[config.mk]
export PLATFORM = sky130hd
export DESIGN_NAME = prog_loader
export DESIGN_NICKNAME = d
export VERILOG_FILES = /design/src/rtl/prog_loader.sv
export SDC_FILE = /design/constraint.sdc
export NUM_CORES = 1
export LEC_CHECK = 0
export ABC_CLOCK_PERIOD_IN_PS = 2500
export CAP_MARGIN = 10
export CORE_MARGIN = 3
export CORE_UTILIZATION = 45
export DETAILED_ROUTE_END_ITERATION = 8
export GPL_TIMING_DRIVEN = 0
export PLACE_DENSITY = 0.66
export SLEW_MARGIN = 20
export SYNTH_ARGS = -nofsm -noshare
export SYNTH_HDL_FRONTEND = slang
export SYNTH_SLANG_ARGS = --single-unit
[constraint.sdc]
create_clock -name clk -period 2.5 [get_ports clk]
set_input_delay 0.375 -clock clk [delete_from_list [all_inputs] [get_ports clk]]
set_output_delay 0.375 -clock clk [all_outputs]
set_load 0.01 [all_outputs]
[src/rtl/prog_loader.sv]
// prog_loader: receives a framed program image from a host byte stream and
// writes it into the CPU's instruction memory, holding the CPU in reset until
// a complete frame has been received and its checksum verified.
//
// Frame: SYNC_BYTE, length N (1..DEPTH), N instruction bytes, then a checksum
// equal to the sum of the N instruction bytes mod 256.
//
// Ports:
//   clk        clock, all state changes on the rising edge
//   rst        synchronous, active-high reset
//   in_valid   host byte valid
//   in_data    host byte
//   in_ready   loader can accept a byte (low only during reset)
//   imem_we    instruction memory write strobe, one cycle per instruction byte
//   imem_addr  instruction memory write address
//   imem_data  instruction byte to write
//   cpu_rst    held reset to the CPU, low only when a verified program is loaded
//   busy       frame reception in progress
//   done       last frame loaded and verified
//   err        0 none, 1 bad length, 2 checksum mismatch, 3 timeout
//
// DEPTH must not exceed 16, the reach of the 4-bit imem_addr.

module prog_loader #(
  parameter logic [7:0] SYNC_BYTE = 8'hA5,
  parameter int         DEPTH     = 16,
  parameter int         TIMEOUT   = 1024
) (
  input  logic       clk,
  input  logic       rst,
  input  logic       in_valid,
  input  logic [7:0] in_data,
  output logic       in_ready,
  output logic       imem_we,
  output logic [3:0] imem_addr,
  output logic [7:0] imem_data,
  output logic       cpu_rst,
  output logic       busy,
  output logic       done,
  output logic [1:0] err
);

  typedef enum logic [2:0] {
    S_IDLE,
    S_LEN,
    S_DATA,
    S_CSUM,
    S_DONE,
    S_ERR
  } state_t;

  typedef enum logic [1:0] {
    E_NONE    = 2'd0,
    E_LEN     = 2'd1,
    E_CSUM    = 2'd2,
    E_TIMEOUT = 2'd3
  } err_t;

  localparam int            IW        = $clog2(TIMEOUT + 1);
  localparam logic [8:0]    DEPTH_W   = 9'(DEPTH);
  localparam logic [IW-1:0] IDLE_LAST = IW'(TIMEOUT - 1);

  state_t        state;
  logic [7:0]    len;       // frame length N
  logic [7:0]    cnt;       // index of the next instruction byte
  logic [7:0]    csum;      // running sum of instruction bytes
  logic [IW-1:0] idle_cnt;  // cycles since the last accepted byte in a frame

  logic accept;
  logic len_ok;

  // in_ready is a register, so accept never depends combinationally on
  // anything but the host's own valid.
  assign accept = in_valid && in_ready;
  assign len_ok = (in_data != 8'd0) && ({1'b0, in_data} <= DEPTH_W);

  // NOTE: every register here is updated with <= so all of them sample the
  // pre-edge values of each other; a blocking = would let later statements
  // see the new state within the same edge.
  always_ff @(posedge clk) begin
    if (rst) begin
      state     <= S_IDLE;
      in_ready  <= 1'b0;
      imem_we   <= 1'b0;
      imem_addr <= 4'd0;
      imem_data <= 8'd0;
      cpu_rst   <= 1'b1;
      busy      <= 1'b0;
      done      <= 1'b0;
      err       <= E_NONE;
      len       <= 8'd0;
      cnt       <= 8'd0;
      csum      <= 8'd0;
      idle_cnt  <= '0;
    end else begin
      in_ready <= 1'b1;
      imem_we  <= 1'b0;

      case (state)
        S_IDLE, S_DONE, S_ERR: begin
          // Anything other than the sync marker is consumed and dropped.
          if (accept && in_data == SYNC_BYTE) begin
            state    <= S_LEN;
            err      <= E_NONE;
            done     <= 1'b0;
            cpu_rst  <= 1'b1;
            busy     <= 1'b1;
            csum     <= 8'd0;
            cnt      <= 8'd0;
            idle_cnt <= '0;
          end
        end

        S_LEN, S_DATA, S_CSUM: begin
          if (accept) begin
            idle_cnt <= '0;
            case (state)
              S_LEN: begin
                if (len_ok) begin
                  len   <= in_data;
                  state <= S_DATA;
                end else begin
                  state <= S_ERR;
                  err   <= E_LEN;
                  busy  <= 1'b0;
                end
              end
              S_DATA: begin
                imem_we   <= 1'b1;
                imem_addr <= cnt[3:0];
                imem_data <= in_data;
                csum      <= csum + in_data;
                cnt       <= cnt + 8'd1;
                if (cnt == len - 8'd1) state <= S_CSUM;
              end
              default: begin  // S_CSUM
                busy <= 1'b0;
                if (in_data == csum) begin
                  state   <= S_DONE;
                  done    <= 1'b1;
                  cpu_rst <= 1'b0;
                end else begin
                  state <= S_ERR;
                  err   <= E_CSUM;
                end
              end
            endcase
          end else if (idle_cnt == IDLE_LAST) begin
            // TIMEOUT consecutive edges without an accepted byte.
            state <= S_ERR;
            err   <= E_TIMEOUT;
            busy  <= 1'b0;
          end else begin
            idle_cnt <= idle_cnt + 1'b1;
          end
        end

        default: state <= S_IDLE;
      endcase
    end
  end

endmodule
-- Yosys cells after proc, flatten, opt, wreduce, memory -nomap -nowiden
Index checks and enable logic that the tools add are counted.
- bits of input ports: 11
- flip-flop bits (word level): 57
- output and inout port bits: 19
- reduce and logical (&&, ||, !) cells: 18
- bitwise operators: 2
- mux-type cells: 43
- equal/unequal tests: 20
- $add $sub $neg: 4
- order comparisons: 1
- operator list (operator ; number):
    2-to-1 mux 8 bit ; 5
    2-to-1 mux 11 bit ; 3
    case mux 8 bit (2 select lines) ; 2
    case mux 11 bit (2 select lines) ; 1
    equality test 8 bit ; 2
    2-to-1 mux 3 bit ; 5
    2-to-1 mux 1 bit ; 14
    inequality test 4 bit (second input constant) ; 3
    case mux 3 bit (2 select lines) ; 2
    adder 11 x 1 -> 11 bit (second input constant) ; 1
    equality test 11 x 10 -> 1 bit (second input constant) ; 1
    2-to-1 mux 2 bit ; 5
    inequality test 2 bit (second input constant) ; 5
    AND reduction 5 bit ; 2
    inequality test 3 bit (second input constant) ; 3
    AND reduction 3 bit ; 3
    OR reduction 3 bit ; 3
    adder 8 x 1 -> 8 bit (second input constant) ; 1
    adder 8 bit ; 1
    equality test 8 bit (second input constant) ; 1
    less-or-equal comparator 8 x 5 -> 1 bit (second input constant) ; 1
    case mux 1 bit (2 select lines) ; 4
    case mux 2 bit (2 select lines) ; 2
    AND reduction 4 bit ; 2
    11 further kinds ; 16

-- Depth between registers and ports, before layout
Gate-level depths: netlist of run 1.
- depth after elaboration: 6
- mapped depth: 9
- mapped depth without buffers: 9

-- Worst setup path before layout of run 1
OpenSTA, ideal clock, no wires.
- path type: input to register
- from: input in_data[4]
- to: register err[1]
- data arrival time: 2006 ps
- stages on the path: 5
- data required time: 2379 ps
- path buffers: 0
- slack: 373 ps
- cell sequence: or4b_4 o41ai_4 nand4_1 a41oi_2 mux2_2
- longest elaborated chain between the ends: 4
- elaborated cells between the ends (all ways): 10
- classes of those cells: order compare: 1; eq/ne: 5; reduce/logical: 4
- RTL lines (element ; RTL line ; RTL):
    start, declared ; 32 ; input logic [7:0] in_data,
    less-or-equal comparator 8 x 5 -> 1 bit (tied with other cells) ; 75 ; assign len_ok = (in_data != 8'd0) && ({1'b0, in_data} <= DEPTH_W);
    logical AND 1 bit (on tied branches) ; 75, 102 ;
    inequality test 4 bit (no line) or inequality test 2 bit (tied branches) ; - ;
    AND reduction 6 bit (no line) * ; - ;
    end signal, assigned ; 90 ; err <= E_NONE;
    end signal, assigned ; 104 ; err <= E_NONE;
    end signal, assigned ; 124 ; err <= E_LEN;
    end, declared ; 40 ; output logic [1:0] err
Every way passes the cells marked *; elsewhere a longest branch is shown, timed or not.
A chain may end at the register's enable or synchronous reset.

-- Final worst setup path of run 1
- from: input in_data[3]
- to: register err[1]
Same word-level chain as after synthesis.

==> out/qor.csv, run 1 <==
stage;metric;value;unit
place;hpwl;4850;um
floorplanning;pin_count;30;
power;pwr_density_cell;587;nW/um^2
clock_tree;numCtsBuffers;9;
cells_and_area;num-nets-final;408;
hold_path;hp-class;reg -> reg;
clock_tree;root_buffer;clkbuf_8;
grt;grt_max_degree;11;
drt;viasPerCell;5.44;
place;dpl.cell_count;449;
critical_path;max_stage_delay;0.58;ns
sta;final_hold_viol_count;0;
logic_synthesis;synth_edf_count;0;
critical_path;critical_path_arrival;2.64;ns
logic_synthesis;synth_top_area_cell;dfxtp_1;
sta;maxSlewHeadroom;0.490;
run_status;outcome;finished clean;
sta;period_share;0.966;
logic_synthesis;synth_nets;367;
cells_and_area;fin_cells;466;
floorplanning;initial_utilization;0.473;
floorplanning;die_w;85.8;um
cells_and_area;postLayoutCoreUtil;0.575;
floorplanning;die_y;85.8;um
place;post_dp_cell_area;3250;sq um
clock_tree;path_clk_slew;0.06;ns
job;cap_violations;0;
power;total_leakage_power;1.31;nW
cells_and_area;fillCellCount;562;
cells_and_area;drive_gt1_frac;0.0716;
sta;fin_crit;2.42;ns
logic_synthesis;synthArstFlopShare;0;
critical_path;cp-end-kind;flip-flop;
critical_path;start_kind;input port;
logic_synthesis;ys_ff_latch;57;
cells_and_area;multi_input_area;1630;sq um
clock_tree;clkLatencyLatePin;0.34;ns
power;peakVddDrop;0.435;mV
sta;worst_clock_skew;0.0111;ns
drt;drt_wl_total;6800;um
cells_and_area;areaGrowthSynthToFinish;21.6;%
grt;grt_pass1_wl;11400;um
place;portBuffers;29;
logic_synthesis;syn_inst;345;
cells_and_area;fin_area;3490;sq um
critical_path;cp.required;2.72;ns
logic_synthesis;post-synth-top-area-fraction;0.398;
critical_path;path_max_fanout;5;
drt;drt_iter0_drc;139;
sta;finalSetupTns;0;ns
sta;slew_viol_final;0;
logic_synthesis;synth_cell_type_count;52;
sta;max_freq;414;MHz
cells_and_area;n_antenna_cell;0;
sta;setup_viol;0;
grt;antenna_found_initial;0;
logic_synthesis;synthTopCellsByArea;dfxtp_1 40%, nand2_1 6.0%, nor2_1 5.4%;
sta;rsz0062_at_grt;false;
cells_and_area;register_area;1140;sq um
logic_synthesis;syn-cell-area;2870;sq um
drt;drtPass1Iterations;4;
floorplanning;coreArea;6060;sq um
grt;track_usage;0.195;
critical_path;slowest_stage;or4b_4;
place;gp_congestion;0.812;
floorplanning;rows;28;
clock_tree;htreeDepth;3;
clock_tree;clock_sinks;57;
floorplanning;die_area;7360;sq um
drt;ant_nets;0;
logic_synthesis;ys_warn_count;0;
drt;vias;2535;
critical_path;path_cells;clkdlybuf4s50_1 -> or4b_4 -> o41ai_4 -> nand4_1 -> a41oi_2 -> mux2_2;
grt;grt_pass1_vias;2366;
drt;drc_errors;0;
clock_tree;cts_buffer_depth;2;
grt;gr-total-overflow;0;
critical_path;worst-setup-path-type;in -> reg;
drt;wl_per_cell;14.6;um
logic_synthesis;syn_avg_cell_area;8.31;sq um
power;total_power;2.05;mW
sta;tightest_slew;0.759;ns
logic_synthesis;yosysSeqAreaShare;0.398;
logic_synthesis;synth_ff_type;dfxtp_1;
clock_tree;cts_tree;done;
-- final cells by class --
class | instances | share of cell area
Sequential cell | 57 | 0.327
Clock inverter | 5 | 0.0222
Clock buffer | 11 | 0.0434
Timing Repair Buffer | 30 | 0.0850
Inverter | 9 | 0.00969
Multi-Input combinational cell | 264 | 0.469
Buffer | 15 | 0.0169
Tap cell | 75 | 0.0269
-- synthesized netlist by cell type (2+ instances only) --
cell type,count
a22oi_1,5
xnor2_1,14
dfxtp_1,57
nor4_1,5
and3_1,6
buf_1,3
nor2_1,41
nor2b_1,3
nor3_1,10
clkbuf_1,11
ha_1,10
a31oi_1,4
and2_1,4
o211ai_1,2
xor2_1,13
nand2b_1,2
inv_1,9
nand2_1,46
o21ai_0,10
mux2i_1,7
or3_1,5
nand4_1,8
nand3_1,13
a21oi_1,29
-- metrics by stage --
| step | worst slack [ns] | hold slack (ns) |
|---|---|---|
| floorplan | 0.373 | 0.436 |
| global placement | -0.355 | 0.442 |
| detailed placement | -0.383 | 0.448 |
| CTS | 0.0470 | 0.456 |
| global route | 0.0161 | 0.471 |
| finish | 0.0842 | 0.455 |
-- worst max-delay path: cells and delay by family --
| family | cells | cell delay [ns] |
|---|---|---|
| mux | 1 | 0.36 |
| compound gates | 2 | 0.60 |
| simple gates | 2 | 0.77 |
| buf+inv | 1 | 0.54 |
-- placed cells by master (no fill, tap or decap), types with 3 or more instances in the layout --
cell type        count
dfxtp_1             57
nand2_1             46
nor2_1              41
a21oi_1             29
clkdlybuf4s50_1     28
xnor2_1             14
nand3_1             13
xor2_1              13
clkbuf_8            11
clkbuf_1            10
nor3_1              10
o21ai_0             10
ha_1                10
inv_1                9
nand4_1              8
mux2i_1              7
and3_1               6
or3_1                5
a22oi_1              5
nor4_1               5
a31oi_1              4
and2_1               4
buf_1                3
nor2b_1              3
-- per-layer routing --
metal | up-vias | track usage | part of all wire
met4 | 0 | 0.0475 | 0.013
met3 | 12 | 0.0615 | 0.037
met1 | 1184 | 0.247 | 0.47
li1 | 1301 | - | -
met2 | 38 | 0.323 | 0.48
met5 | - | 0 | 0
-- logic make-up (layout without fill, tap and decap cells) --
| logic type | Yosys count | count (layout) | share of synthesized area |
|---|---|---|---|
| XOR/XNOR | 27 | 27 | 0.0825 |
| multiplexers | 8 | 8 | 0.0284 |
| AO/OA/AOI/OAI | 67 | 67 | 0.155 |
| adder cells (fa/ha/maj) | 11 | 11 | 0.0506 |
| buffers and inverters | 24 | 70 | 0.0319 |
| AND/OR/NAND/NOR | 151 | 151 | 0.253 |
| flip-flops | 57 | 57 | 0.398 |
-- sequential cells by signal, indices dropped and copies added, names as in the netlist --
| register | flops |
|---|---|
| idle_cnt | 11 |
| err | 2 |
| csum | 8 |
| cnt | 8 |
| cpu_rst | 1 |
| done | 1 |
| len | 8 |
| state | 3 |
| in_ready | 1 |
| imem_addr | 4 |
| imem_data | 8 |
| imem_we | 1 |
| busy | 1 |
-- path summary, 6_finish.rpt --
check / start / to / slack (ns) / cells past startpoint
worst min-delay path: imem_data[7]$_SDFFE_PP0P_ / imem_data[7]$_SDFFE_PP0P_ / 0.46 / 2
worst max-delay path: in_data[3] / err[1]$_SDFFE_PP0P_ / 0.08 / 6
worst max register to register: idle_cnt[0]$_SDFFE_PP0P_ / idle_cnt[7]$_SDFFE_PP0P_ / 0.35 / 7
worst min register to register: imem_data[7]$_SDFFE_PP0P_ / imem_data[7]$_SDFFE_PP0P_ / 0.46 / 2
-- where the power goes --
part / internal, mW / leakage (nW) / switching, mW / total (mW)
sequential: 0.914 / 0.460 / 0.00496 / 0.919
combinational: 0.0551 / 0.739 / 0.0874 / 0.142
clock: 0.612 / 0.115 / 0.373 / 0.984
total: 1.58 / 1.31 / 0.465 / 2.05
-- repair_timing --
item                                    4_1_cts  5_1_grt
pin swaps                                     0        1
resized for setup                             1        2
hold buffers                                  0        0
endpoints found under the setup margin        3        9
setup buffers                                 0        1
Note: power is estimated with default switching activity, not from simulation.
==> run 2: changes to the inputs <==
--- a/config.mk
+++ b/config.mk
@@ -5,7 +5,6 @@
 export SDC_FILE = /design/constraint.sdc
 export NUM_CORES = 1
 export LEC_CHECK = 0
-export ABC_CLOCK_PERIOD_IN_PS = 2500
 export CAP_MARGIN = 10
 export CORE_MARGIN = 3
 export CORE_UTILIZATION = 45
==> results of run 2 <==
The final DEF is identical to that of run 1; final timing and power are the same.
==> run 3: changes to the inputs <==
--- a/config.mk
+++ b/config.mk
@@ -5,12 +5,14 @@
 export SDC_FILE = /design/constraint.sdc
 export NUM_CORES = 1
 export LEC_CHECK = 0
+export ABC_CLOCK_PERIOD_IN_PS = 2500
 export CAP_MARGIN = 10
 export CORE_MARGIN = 3
 export CORE_UTILIZATION = 45
 export DETAILED_ROUTE_END_ITERATION = 8
 export GPL_TIMING_DRIVEN = 0
 export PLACE_DENSITY = 0.66
+export REMOVE_ABC_BUFFERS = 1
 export SLEW_MARGIN = 20
 export SYNTH_ARGS = -nofsm -noshare
 export SYNTH_HDL_FRONTEND = slang
==> constraint.sdc (replaced) <==
create_clock -name clk -period 2.5 [get_ports clk]
set_input_delay 0.375 -clock clk [delete_from_list [all_inputs] [get_ports clk]]
set_output_delay 0.375 -clock clk [all_outputs]
set_load 0.02 [all_outputs]
==> run 3 against run 2 <==
Compared with the run above: clock skew down 0.0021 ns; sequential cell count unchanged; final area down 1.4%; sequential power up 0.4%; count of clock-buffer cells in the layout up 2; maximum frequency up 4.8%; first-iteration DRC count up 32%; worst setup slack better by 0.11 ns; critical path depth unchanged; sequential share of layout area up 0.51 points; via count down 1.0%; non-clock buffer count down 13; critical endpoint unchanged.
==> out/qor.csv, run 3 (synthesis gave the netlist of run 1 again) <==
stage;metric;value;unit;change
drt;viasPerCell;5.54;;+1.8%
critical_path;slowest_stage;clkdlybuf4s50_1;;
grt;grt_max_degree;39;;+28
grt;grt_util_met1;0.246;;-0.00150
grt;track_usage;0.185;;-0.0100
floorplanning;die_area;7360;sq um;unchanged
floorplanning;coreArea;6060;sq um;unchanged
floorplanning;initial_utilization;0.473;;unchanged
sta;slew_viol_final;0;;unchanged
critical_path;start_kind;input port;;
sta;finalSetupTns;0;ns;unchanged
drt;drt_iter0_drc;183;;+32%
cells_and_area;drive_gt1_frac;0.0847;;+0.0130
power;pwr_density_cell;529;nW/um^2;-9.9%
place;hpwl;4460;um;-8.1%
cells_and_area;layout_commonest_cell;dfxtp_1;;
place;portBuffers;29;;unchanged
floorplanning;rows;28;;unchanged
drt;vias;2509;;-1.0%
sta;setup_slack;0.196;ns;+0.111 ns
drt;drtPass1Iterations;4;;unchanged
clock_tree;cts_buffer_depth;2;;unchanged
cells_and_area;num-nets-final;395;;-3.2%
grt;grt_pass1_vias;2305;;-2.6%
hold_path;hp-class;in -> reg;;
sta;setup_viol;0;;unchanged
clock_tree;cts_tree;done;;
power;total_leakage_power;1.33;nW;+1.2%
floorplanning;pin_count;30;;unchanged
cells_and_area;areaGrowthSynthToFinish;19.9;%;
sta;final_hold_viol_count;0;;unchanged
sta;worst_clock_skew;0.00897;ns;-0.00214 ns
critical_path;cp.required;2.72;ns;about the same
floorplanning;die_w;85.8;um;unchanged
sta;maxSlewHeadroom;0.425;;-0.0646
critical_path;path_max_fanout;5;;unchanged
critical_path;critical_path_arrival;2.52;ns;-0.12 ns
sta;fin_crit;2.30;ns;-0.111 ns
sta;rsz0062_at_grt;false;;
critical_path;worst-setup-path-type;in -> reg;;
cells_and_area;fillCellCount;565;;+0.53%
clock_tree;numCtsBuffers;9;;unchanged
sta;period_share;0.922;;-0.0446
place;gp_congestion;0.797;;-1.9%
critical_path;path_cells;clkdlybuf4s50_1 -> nand4b_1 -> o41ai_4 -> nand4_1 -> a41oi_2 -> mux2_2;;
cells_and_area;n_antenna_cell;0;;unchanged
cells_and_area;largest_reg_flops;11;;unchanged
sta;max_freq;434;MHz;+4.8%
cells_and_area;final_cell_mix;56 x dfxtp_1, 46 x nand2_1, 41 x nor2_1;;
place;pre_cts_ws;-0.410;ns;-0.0272 ns
grt;gr-total-overflow;0;;unchanged
clock_tree;clock_sinks;57;;unchanged
cells_and_area;fin_cells;453;;-2.8%
floorplanning;die_y;85.8;um;unchanged
critical_path;max_stage_delay;0.61;ns;+0.03 ns
clock_tree;root_buffer;clkbuf_8;;
grt;antenna_found_initial;0;;unchanged
power;peakVddDrop;0.412;mV;-5.2%
sta;tightest_slew;0.855;ns;+0.0960 ns
grt;use_met3;0.0528;;-0.00865
clock_tree;htreeDepth;3;;unchanged
grt;met2_usage;0.288;;-0.0353
grt;grt_pass1_wl;10900;um;-4.6%
clock_tree;clkLatencyLatePin;0.32;ns;-0.02 ns
cells_and_area;largest-register;idle_cnt;;
drt;wl_per_cell;14.1;um;-3.0%
clock_tree;path_clk_slew;0.07;ns;about the same
drt;drc_errors;0;;unchanged
power;total_power;1.82;mW;-11%
job;cap_violations;0;;unchanged
critical_path;cp-end-kind;flip-flop;;
drt;ant_nets;0;;unchanged
run_status;outcome;finished clean;;
drt;drt_wl_total;6410;um;-5.7%
place;dpl.cell_count;435;;-3.1%
grt;top_usage_layer;met2;;
clock_tree;ctsHoldBuffers;0;;unchanged
## run 3: changes by cell type in the layout (fill, tap and decap cells not counted), sizes merged
| cell | change |
|---|---|
| bufinv | -2 |
| clkbuf | -9 |
| buf | -1 |
| clkdlybuf4s50 | -4 |
| dlymetal6s2s | +4 |
| clkinvlp | -1 |
| dlygate4sd2 | -1 |
| clkinv | +1 |
## run 3: area by class of cell
type,count,area (sq um),share of cell area
multi-input combinational,264,1670,0.486
timing repair buffer,32,322,0.0936
inverter,9,33.8,0.00983
clock inverter,3,15.0,0.00437
sequential,57,1140,0.332
clock buffer,13,159,0.0462
tap,75,93.8,0.0273
## run 3: where the power goes
| group | internal [mW] | leakage (nW) | switching [mW] |
|---|---|---|---|
| sequential | 0.914 | 0.460 | 0.00885 |
| combinational | 0.0542 | 0.777 | 0.0851 |
| clock | 0.409 | 0.0932 | 0.345 |
| total | 1.38 | 1.33 | 0.439 |
## run 3: what timing repair did
| action | CTS | global route |
|---|---|---|
| setup buffers | 1 | 1 |
| gates resized for setup | 2 | 7 |
| pin swaps | 0 | 1 |
| endpoints found under the setup margin | 3 | 5 |
## run 3: path summary, 6_finish.rpt
| path | start | endpoint | slack [ns] | cells past startpoint |
|---|---|---|---|---|
| min reg2reg | done$_SDFFE_PP0P_ | done$_SDFFE_PP0P_ | 0.46 | 2 |
| max | in_data[2] | err[1]$_SDFFE_PP0P_ | 0.20 | 6 |
| max reg2reg | state[0]$_SDFFE_PP0P_ | err[1]$_SDFFE_PP0P_ | 0.26 | 4 |
| min | in_data[1] | imem_data[1]$_SDFFE_PP0P_ | 0.42 | 3 |
## run 3: through the flow
stage / hold WS (ns) / util / area (sq um)
after global routing: 0.414 / 0.567 / 3440
after global placement: 0.443 / 0.527 / 3190
after floorplan: 0.430 / - / 2810
after CTS: 0.459 / 0.562 / 3410
after detailed placement: 0.449 / 0.529 / 3210
final: 0.422 / 0.567 / 3440
## run 3: critical path: cells and delay by family
kind / cells / cell delay, ns
AND/OR/NAND/NOR: 2 / 0.54
multiplexers: 1 / 0.35
buffers and inverters: 1 / 0.61
AO/OA/AOI/OAI: 2 / 0.64
## run 3: per-layer routing
metal	wire length, um	vias to the layer above
li1	-	1276
met1	3080	1178
met2	3010	51
met3	273	4
met4	45	0
met5	0	-
